--- config.mk ---
export PLATFORM = sky130hd
export DESIGN_NAME = instr_fetch_unit
export DESIGN_NICKNAME = d
export VERILOG_FILES = /design/src/rtl/instr_fetch_unit.sv
export SDC_FILE = /design/constraint.sdc
export NUM_CORES = 1
export LEC_CHECK = 0
export ABC_CLOCK_PERIOD_IN_PS = 3600
export CAP_MARGIN = 25
export CELL_PAD_IN_SITES_DETAIL_PLACEMENT = 1
export CELL_PAD_IN_SITES_GLOBAL_PLACEMENT = 1
export CORE_MARGIN = 5
export CORE_UTILIZATION = 31
export CTS_BUF_LIST = sky130_fd_sc_hd__clkbuf_2 sky130_fd_sc_hd__clkbuf_4 sky130_fd_sc_hd__clkbuf_8
export CTS_CLUSTER_DIAMETER = 200
export DETAILED_ROUTE_END_ITERATION = 8
export PLACE_DENSITY_LB_ADDON = 0.1
export SLEW_MARGIN = 10
export SYNTH_ARGS = -nofsm -noshare
export SYNTH_HDL_FRONTEND = slang
export SYNTH_SLANG_ARGS = --single-unit
--- constraint.sdc ---
create_clock -name clk -period 3.6 [get_ports clk]
set_clock_uncertainty 0.1 [all_clocks]
set_input_delay 0.72 -clock clk [delete_from_list [all_inputs] [get_ports clk]]
set_output_delay 0.72 -clock clk [all_outputs]
set_load 0.01 [all_outputs]
--- src/rtl/instr_fetch_unit.sv ---
// Instruction fetch unit for the single-cycle MIPS core: owns the PC, fetches over a
// req/ack handshake, holds the instruction until commit and selects the next PC.
module instr_fetch_unit #(
    parameter int unsigned          PC_WIDTH = 32,
    parameter logic [PC_WIDTH-1:0]  RESET_PC = 32'h0000_0000
) (
    input  logic                clk,
    input  logic                rst_n,
    output logic                imem_req,
    output logic [PC_WIDTH-1:0] imem_addr,
    input  logic                imem_ack,
    input  logic [31:0]         imem_rdata,
    output logic [31:0]         instr,
    output logic                instr_valid,
    input  logic                commit,
    input  logic                pc_wrt,
    input  logic                jump,
    input  logic                branch,
    output logic [PC_WIDTH-1:0] pc,
    output logic [PC_WIDTH-1:0] pc_plus4,
    output logic                halted,
    output logic [PC_WIDTH-1:0] retired_cnt
);

    typedef enum logic [1:0] {
        FETCH  = 2'd0,
        ISSUE  = 2'd1,
        HALTED = 2'd2
    } state_t;

    state_t                state_q, state_d;
    logic [PC_WIDTH-1:0]   pc_q, pc_d;
    logic [31:0]           instr_q, instr_d;
    logic                  instr_valid_q, instr_valid_d;
    logic                  halted_q, halted_d;
    logic [PC_WIDTH-1:0]   retired_q, retired_d;

    logic [PC_WIDTH-1:0]   pc_plus4_w;
    logic [PC_WIDTH-1:0]   branch_off_w;
    logic [PC_WIDTH-1:0]   branch_tgt_w;
    logic [PC_WIDTH-1:0]   jump_tgt_w;

    // Target arithmetic wraps naturally modulo 2^PC_WIDTH; PC_WIDTH must exceed 28.
    assign pc_plus4_w   = pc_q + PC_WIDTH'(4);
    assign branch_off_w = {{(PC_WIDTH-18){instr_q[15]}}, instr_q[15:0], 2'b00};
    assign branch_tgt_w = pc_plus4_w + branch_off_w;
    assign jump_tgt_w   = {pc_plus4_w[PC_WIDTH-1:28], instr_q[25:0], 2'b00};

    always_ff @(posedge clk) begin
        if (!rst_n) begin
            state_q       <= FETCH;
            pc_q          <= RESET_PC;
            instr_q       <= 32'h0;
            instr_valid_q <= 1'b0;
            halted_q      <= 1'b0;
            retired_q     <= '0;
        end else begin
            state_q       <= state_d;
            pc_q          <= pc_d;
            instr_q       <= instr_d;
            instr_valid_q <= instr_valid_d;
            halted_q      <= halted_d;
            retired_q     <= retired_d;
        end
    end

    always_comb begin
        state_d       = state_q;
        pc_d          = pc_q;
        instr_d       = instr_q;
        instr_valid_d = instr_valid_q;
        halted_d      = halted_q;
        retired_d     = retired_q;
        unique case (state_q)
            FETCH: begin
                if (imem_ack) begin
                    instr_d       = imem_rdata;
                    instr_valid_d = 1'b1;
                    state_d       = ISSUE;
                end
            end
            ISSUE: begin
                if (commit) begin
                    instr_valid_d = 1'b0;
                    if (!pc_wrt) begin
                        halted_d = 1'b1;
                        state_d  = HALTED;
                    end else begin
                        if (jump)
                            pc_d = jump_tgt_w;
                        else if (branch)
                            pc_d = branch_tgt_w;
                        else
                            pc_d = pc_plus4_w;
                        retired_d = retired_q + PC_WIDTH'(1);
                        state_d   = FETCH;
                    end
                end
            end
            HALTED: begin
                state_d = HALTED;
            end
            default: begin
                state_d = FETCH;
            end
        endcase
    end

    // Request is gated by rst_n so it is already low in the cycle reset is asserted.
    assign imem_req    = (state_q == FETCH) && rst_n;
    assign imem_addr   = pc_q;
    assign instr       = instr_q;
    assign instr_valid = instr_valid_q;
    assign pc          = pc_q;
    assign pc_plus4    = pc_plus4_w;
    assign halted      = halted_q;
    assign retired_cnt = retired_q;

endmodule
-- Word level (Yosys, flattened, before mapping)
Cells that the tools add are included.
- bits in latches: 0
- output and inout port bits: 163
- input port bits: 39
- memories: 0
- ROM bits: 0
- RAM bits: 0
- register bits: 100
- bitwise operators: 1
- multiplexer cells: 9
- $lt $le $gt $ge: 0
- divide/modulo/power cells: 0
- eq/ne operators: 4
- reduce and logical (&&, ||, !) cells: 8
- shift-type cells: 0
- $mul: 0
- add/sub/neg operators: 3
- operators with widths (cell ; number):
    32-bit two-way mux ; 2
    32-bit by 1-bit adder with 32-bit output, second input constant ; 1
    32-bit by 3-bit adder with 32-bit output, second input constant ; 1
    32-bit adder ; 1
    3-bit AND reduction ; 3
    2-bit two-way mux ; 3
    2-bit one-hot mux with 3 select lines ; 1
    2-bit != test, second input constant ; 2
    2-bit AND reduction ; 2
    2-bit by 1-bit equality test with 1-bit output, second input constant ; 1
    2-bit equality test, second input constant ; 1
    2-bit zero test ; 1
    1-bit two-way mux ; 2
    1-bit one-hot mux with 2 select lines ; 1
    2-bit nonzero test ; 1
    1-bit logical AND ; 1
    1-bit NOT ; 1

-- Depth between registers and ports, before layout
Gate-level depths: netlist (run 1).
- depth after elaboration: 4
- mapped depth: 17
- mapped depth without buffers: 16

-- Least setup slack after synthesis (run 1)
Ideal clock, no wire load.
- path type: register to register
- start point: register pc_q[4], in the netlist imem_addr[4]
- end point: register pc_q[31], in the netlist imem_addr[31]
- stages on the path, launching flop included: 18
- library setup time: 0.070 ns
- period minus slack after synthesis: 4.245 ns
- path slack: -0.645 ns
- buffers on the path: 1
- arrival: 4.075 ns
- cells stage by stage: dfxtp_1 > and4_1 > nand4_1 > or2_1 > clkbuf_1 > nor2_1 > nand3_1 > xnor2_1 > ha_1 > nand4_1 > a211oi_1 > a2111oi_0 > o221ai_1 > o21ai_0 > mux2i_1 > xnor2_1 > or3_1 > a21oi_1
- cells in the longest elaborated chain, start to end: 4
- ends and longest elaborated chain (element ; RTL line ; source):
    start, declared ; 32 ; logic [PC_WIDTH-1:0] pc_q, pc_d;
    start signal, assigned ; 59 ; pc_q <= pc_d;
    32-bit by 3-bit adder with 32-bit output ; 44 ; assign pc_plus4_w = pc_q + PC_WIDTH'(4);
    named net pc_plus4[21] ; 20 ; output logic [PC_WIDTH-1:0] pc_plus4,
    32-bit adder ; 46 ; assign branch_tgt_w = pc_plus4_w + branch_off_w;
    32-bit two-way mux ; 91 ; else if (branch)
    32-bit two-way mux ; 89 ; if (jump)
The timed path passes the listed nets, and every way through them passes these cells.
A chain may end at the register's enable or synchronous reset.

-- Worst setup path in the final report (run 1)
- start point: register pc_q[7], in the netlist imem_addr[7]
- end point: register pc_q[31], in the netlist imem_addr[31]
- cells in the longest elaborated chain, start to end: 4
- ends and longest elaborated chain (element ; RTL line):
    32-bit by 3-bit adder with 32-bit output * ; 44
    32-bit adder ; 46
    32-bit two-way mux ; 91
    32-bit two-way mux * ; 89
Every way passes the cells marked *; elsewhere a longest branch is shown, timed or not.

==> reports/metrics.csv, run 1 <==
stage,metric,value,unit
layout,area grow syn2layout,65.9,%
synth,YS warnings,0,
placement,Post-Place Cells,1419,
setup_path,WP buf/inv,4,
global_routing,initial antenna violation count,2,
layout,Layout Nets,1263,
route,ANT nets after route,0,
route,number of detailed-route iterations in the first pass,5,
floorplan,core area,21000,µm²
layout,share of layout cells above drive strength 1,0.264,
pwr,P_leak,4.62,nW
synth,main flop type after synthesis,dfxtp_1,
setup_path,Crit. End Element,flop,
floorplan,Die Width,156,µm
placement,placer congestion estimate,0.894,
pwr,power per cell area,230,nW/µm²
setup_path,Most common cell on crit path,buf_4,
clock_network,H-tree levels,3,
sta,setup TNS,-1.33,ns
outcome,failing checks,negative setup slack,
sta,final hold violations,0,
synth,ys async rst share,0,
setup_path,Crit Path Class,reg -> reg,
sta,final setup fails,13,
setup_path,CP Launch Type,flop,
route,vias,7505,
synth,most common cell in the netlist,nand2_1,
sta,clock period minus worst slack,3.84,ns
sta,Final Cycle Share,1.07,
global_routing,GR Util met1,0.304,
floorplan,Row Count,53,
clock_network,"Reg clk slew, reported paths",0.13,ns
sta,f_max,0.261,GHz
synth,"top cells by area, synth","dfxtp_1 30%, nand2_1 7.7%, ha_1 7.2%",
setup_path,slowest CP cell,dfxtp_4,
clock_network,CTS Buf Count,9,
placement,I/O Buffers,195,
setup_path,CP peak stage delay,0.36,ns
global_routing,met2 Track Usage GR,0.394,
sta,Slew Limit Headroom,0.514,
floorplan,Initial Util,0.313,
floorplan,Die H,156,µm
synth,cell taking the most area after synthesis,dfxtp_1,
placement,Area after DPL,9860,µm²
setup_path,"Arr. time, crit path",4.09,ns
synth,Synth Instances,863,
pwr,"IR drop worst, VDD",180,µV
synth,synthesized area,6570,µm²
sta,final setup margin,-0.239,ns
global_routing,all-layer global routing usage,0.232,
layout,cell area after layout,10900,µm²
route,starting DRC count in detailed routing,313,
synth,Post-synth EDFFs,0,
synth,"Seq/Total Area, Yosys",0.299,
synth,Commonest cells post-synth,"134 x nand2_1, 98 x dfxtp_1, 89 x nor2_1",
clock_network,post-cts hold buffer count,0,
sta,RSZ-0062 raised after global routing,true,
placement,DP Worst Slack,-0.336,ns
clock_network,clock sinks,98,
setup_path,crit-path cells,"and4_4, nand4_1, or2_1, buf_12, buf_4, nor3_2, buf_4, nand3_2, xnor2_2, buf_4, ha_1, nor2b_1, nor2_1, nand2_1, o21ai_2, mux2i_1, xnor2_1, or3_1, a21oi_2",
global_routing,pin count of the biggest net entering global routing,61,
sta,Worst-Margin Slew,0.729,ns
global_routing,global-route wire length before repair,44.4,mm
synth,"flops & latches, synth",98,
global_routing,met3 Usage GRT,0.0463,
run,max-cap violations,0,
clock_network,worst-case clock buffer depth,2,
setup_path,critical-path maximum fanout,6,
route,DRT Wirelength,29.4,mm
route,DRC errors left,0,
floorplan,Die Area,24200,µm²
clock_network,Clock Tree Root,clkbuf_8,
sta,Slew Limit Fails,0,
route,DR vias/cell,5.12,
synth,post-synth top area share,0.299,
synth,synth unique cells,64,
route,Avg WL per Cell,20.1,µm
setup_path,Critical Path RT,3.85,ns
global_routing,vias in the first global route,7777,
placement,Final HPWL DP,22.1,mm
clock_network,CTS tree,built,
global_routing,total gr overflow,0,
layout,final instance count without filler cells,1466,
global_routing,global route hottest layer,met2,
setup_path,cell family with most CP delay,simple AND/OR/NAND/NOR gates,
floorplan,num ports,202,
sta,WHS,0.361,ns
clock_network,Clock Latency Late Sink,0.40,ns
synth,Avg Inst Size Synth,7.61,µm²
min_path,HP Class,reg -> reg,
outcome,status,"complete, but fails checks",
[flip-flops by register name (all words and copies together) (netlist names)]
name / cells
imem_addr: 30
halted: 1
retired_cnt: 32
instr_valid: 1
instr: 32
state_q: 2
[where the power goes]
group          internal, mW  leakage (nW)  total [mW]  switching (mW)
Combinational         0.283          3.72       0.595           0.312
Clock                 0.272        0.0998       0.761           0.488
Sequential             1.11         0.802        1.15          0.0371
Total                  1.67          4.62        2.51           0.838
[layer usage]
layer / part of all wire / vias to the layer above
met5: 0.00024 / -
met4: 0.014 / 2
met3: 0.062 / 33
met2: 0.49 / 202
met1: 0.44 / 3633
li1: - / 3635
[final timing paths]
check,from,end,slack (ns),depth (start not counted)
worst max-delay path,imem_addr[7],imem_addr[31],-0.24,19
worst min-delay path,instr[27],instr[27],0.36,2
worst max register to register,imem_addr[7],imem_addr[31],-0.24,19
worst min register to register,instr[27],instr[27],0.36,2
[cells by family (layout without fill, tap and decap cells)]
group / count (synthesis) / count (layout) / synth area share
DFF: 98 / 98 / 0.299
AOI/OAI and AO/OA: 211 / 211 / 0.205
and+or+nand+nor: 340 / 340 / 0.235
adders and majority gates: 39 / 39 / 0.0754
xor gates and xnor gates: 76 / 76 / 0.101
other: 1 / 7 / 0.000571
muxes: 8 / 8 / 0.0122
buffers and inverters: 90 / 412 / 0.0720
[stage by stage]
stage               power [mW]   util
finish                    2.51  0.520
global route              2.63  0.520
CTS                       2.50  0.500
detailed placement        1.73  0.471
global placement          1.72  0.470
floorplan                 1.43      -
[what timing repair did]
action,4_1_cts,5_1_grt
setup buffers,18,16
pin swaps,44,55
gates resized for setup,53,71
endpoints found under the setup margin,18,23
[layout by cell type (no fill, tap or decap), types with 23 or more instances in the layout]
cell type / synthesis / routed
clkdlybuf4s50_1: 0 / 187
buf_4: 36 / 175
nand2_1: 134 / 130
dfxtp_1: 98 / 89
nor2_1: 89 / 82
a21oi_1: 86 / 72
xor2_1: 39 / 30
nand3_1: 34 / 28
ha_1: 38 / 28
o21ai_0: 37 / 27
xnor2_1: 37 / 23
[layout make-up]
type                       instances  area, µm²
fill                            2524      10100
inverter                          19       71.3
sequential                        98       1990
tap                              275        344
clock buffer                       9        124
timing repair buffer             377       3350
antenna                            1       2.50
clock inverter                     7       68.8
multi-input combinational        680       4950
[tightest hold or removal path, cell delays in order, from the launching register on]
cell     delay [ns]
dfxtp_1        0.33
nand2_1        0.05
a21oi_1        0.05
Power figures use the tool's default switching activity.
==> run 2, diff against run 1 <==
Settings changed: CAP_MARGIN 25 to default, SLEW_MARGIN 10 to default.
==> reports/metrics.csv, run 2 (synthesis results as in run 1) <==
stage,metric,value,unit,change
layout,"commonest non-fill, non-tap cell in the layout",clkdlybuf4s50_1,,
route,ANT nets after route,0,,unchanged
pwr,P_leak,4.56,nW,-1.3%
setup_path,Critical Path RT,3.83,ns,-0.02 ns
clock_network,CTS tree,built,,
layout,Final Util,0.516,,-0.00430
layout,Reg area,1980,µm²,about the same
sta,clock period minus worst slack,3.90,ns,+0.0580 ns
floorplan,Die Width,156,µm,unchanged
pwr,Switching Power,0.830,mW,-0.89%
route,starting DRC count in detailed routing,330,,+5.4%
pwr,switching part of the total,0.333,,-0.00106
floorplan,Die Area,24200,µm²,unchanged
pwr,Sequential Power Share,0.461,,+0.002
setup_path,Crit Path Class,reg -> reg,,
placement,Final HPWL DP,22.0,mm,-0.28%
clock_network,post-cts hold buffer count,0,,unchanged
setup_path,CP Launch Type,flop,,
setup_path,register-to-register setup slack,-0.30,ns,-0.06 ns
layout,area of the multi-input gates,4900,µm²,-0.99%
sta,final hold violations,0,,unchanged
placement,I/O Buffers,195,,unchanged
placement,placer congestion estimate,0.894,,unchanged
outcome,status,"complete, but fails checks",,
layout,Layout Nets,1255,,-0.63%
setup_path,path depth of the worst reg2reg path,17,,-2
pwr,power per cell area,231,nW/µm²,+0.25%
route,number of detailed-route iterations in the first pass,4,,-1
global_routing,initial antenna violation count,1,,-1
min_path,worst hold stages,2,,unchanged
clock_network,H-tree levels,3,,unchanged
route,metal3 WL,1.79,mm,-2.4%
route,DRC errors left,0,,unchanged
route,DRT Wirelength,29.0,mm,-1.5%
setup_path,"Arr. time, crit path",4.13,ns,+0.04 ns
min_path,HP Class,reg -> reg,,
setup_path,Worst Setup SP,imem_addr[14],,
global_routing,global-route wire length before repair,43.8,mm,-1.3%
layout,area grow syn2layout,64.5,%,
pwr,Logic pwr share,0.234,,-0.003
sta,Worst-Margin Slew,1.10,ns,+0.366 ns
global_routing,pin count of the biggest net entering global routing,61,,unchanged
clock_network,"Reg clk slew, reported paths",0.12,ns,about the same
sta,Slew Limit Headroom,0.267,,-0.247
run,max-cap violations,0,,unchanged
floorplan,core area,21000,µm²,unchanged
placement,Area after DPL,9850,µm²,about the same
clock_network,clock sinks,98,,unchanged
pwr,clock share of power,0.304,,about the same
global_routing,vias in the first global route,7667,,-1.4%
sta,f_max,0.257,GHz,-1.5%
layout,share of layout cells above drive strength 1,0.252,,-0.0118
sta,Final Cycle Share,1.08,,+0.0161
setup_path,Crit. End Element,flop,,
pwr,"IR drop worst, VDD",158,µV,-12%
sta,final setup fails,9,,-4
route,Avg WL per Cell,19.9,µm,-0.96%
layout,most frequent cells in the layout,"189 x clkdlybuf4s50_1, 164 x buf_4, 129 x nand2_1",,
pwr,cell-internal power,1.66,mW,-0.42%
sta,final setup margin,-0.296,ns,-0.0580 ns
global_routing,total gr overflow,0,,unchanged
route,DR vias/cell,5.15,,+0.63%
min_path,Hold Path End,instr[27],,
clock_network,Clock Latency Late Sink,0.40,ns,about the same
route,Detail Route met2 WL,14.0,mm,-1.9%
clock_network,Clock Tree Root,clkbuf_8,,
global_routing,all-layer global routing usage,0.228,,-0.00446
sta,RSZ-0062 raised after global routing,true,,
clock_network,worst-case clock buffer depth,2,,unchanged
clock_network,CTS Buf Count,9,,unchanged
layout,cell area after layout,10800,µm²,-0.83%
floorplan,Die H,156,µm,unchanged
min_path,Hold Startpoint,instr[27],,
setup_path,critical-path maximum fanout,6,,unchanged
pwr,Pwr Total,2.49,mW,-0.58%
sta,Slew Limit Fails,0,,unchanged
route,max layer used,met5,,
floorplan,Row Count,53,,unchanged
setup_path,Reg2Reg Launch Point,imem_addr[14],,
route,DRT met1 WL,12.6,mm,-2.1%
route,vias,7511,,+0.080%
floorplan,Initial Util,0.313,,unchanged
layout,fillers,2540,,+0.63%
outcome,failing checks,negative setup slack,,
setup_path,RR Endpoint,imem_addr[31],,
floorplan,num ports,202,,unchanged
-- run 2: changes by cell type in the layout (fill, tap and decap cells not counted), sizes merged --
cell | previous run | this run
buf | 183 | 174
clkbuf | 10 | 9
clkdlybuf4s50 | 187 | 189
dlygate4sd2 | 3 | 4
dlymetal6s2s | 2 | 1
-- run 2: layout make-up --
class / count / share of cell area
Antenna cell: 1 / 0.000232
Clock buffer: 9 / 0.0115
Clock inverter: 7 / 0.00637
Inverter: 19 / 0.00660
Multi-Input combinational cell: 680 / 0.453
Sequential cell: 98 / 0.184
Tap cell: 275 / 0.0318
Timing Repair Buffer: 369 / 0.306
-- run 2: worst max-delay path, cell delays in order (launching register included) --
cell and delay [ns]:
dfxtp_1 0.34, and4_2 0.27, and4_4 0.27, nand2_4 0.11
nor2_2 0.19, nand3_1 0.15, xnor2_2 0.17, ha_1 0.31
nand4_1 0.16, buf_4 0.16, a211oi_4 0.05, a2111oi_4 0.41
o221ai_2 0.15, o21ai_1 0.16, mux2i_1 0.24, xnor2_1 0.11
or3_1 0.34, a21oi_2 0.12
-- run 2: power by group through the flow --
stage | logic [mW] | clock network, mW | registers (mW)
after floorplan | 0.238 | 0 | 1.19
after global routing | 0.631 | 0.829 | 1.16
after global placement | 0.545 | 0 | 1.17
final | 0.584 | 0.758 | 1.15
after CTS | 0.567 | 0.781 | 1.15
after detailed placement | 0.552 | 0 | 1.17
-- run 2: worst max-delay path by stage --
stage	to	slack (ns)	depth (start not counted)
6_report	imem_addr[31]	-0.30	17
5_1_grt	imem_addr[31]	-0.46	17
3_5_place_dp	imem_addr[31]	-0.34	17
2_1_floorplan	imem_addr[31]	-0.12	17
3_3_place_gp	imem_addr[31]	-0.23	15
4_1_cts	imem_addr[31]	-0.25	17
-- run 2: what timing repair did --
| action | 4_1_cts | 5_1_grt |
|---|---|---|
| pin swaps | 31 | 41 |
| setup buffers | 15 | 14 |
| endpoints found under the setup margin | 18 | 23 |
| resized for setup | 50 | 63 |
-- run 2: stage by stage --
step	cells	setup slack, ns	TNS, ns	hold slack [ns]
after global routing	1457	-0.459	-3.21	0.378
after CTS	1446	-0.245	-0.892	0.364
final	1458	-0.296	-1.24	0.363
after detailed placement	1418	-0.340	-1.22	0.346
after global placement	1418	-0.226	-0.749	0.341
after floorplan	868	-0.119	-0.240	0.381
-- run 2: metal layers --
metal	global-route usage	vias up
met2	0.379	199
met3	0.0480	46
met5	0	-
li1	-	3607
met1	0.302	3657
met4	0.0584	2
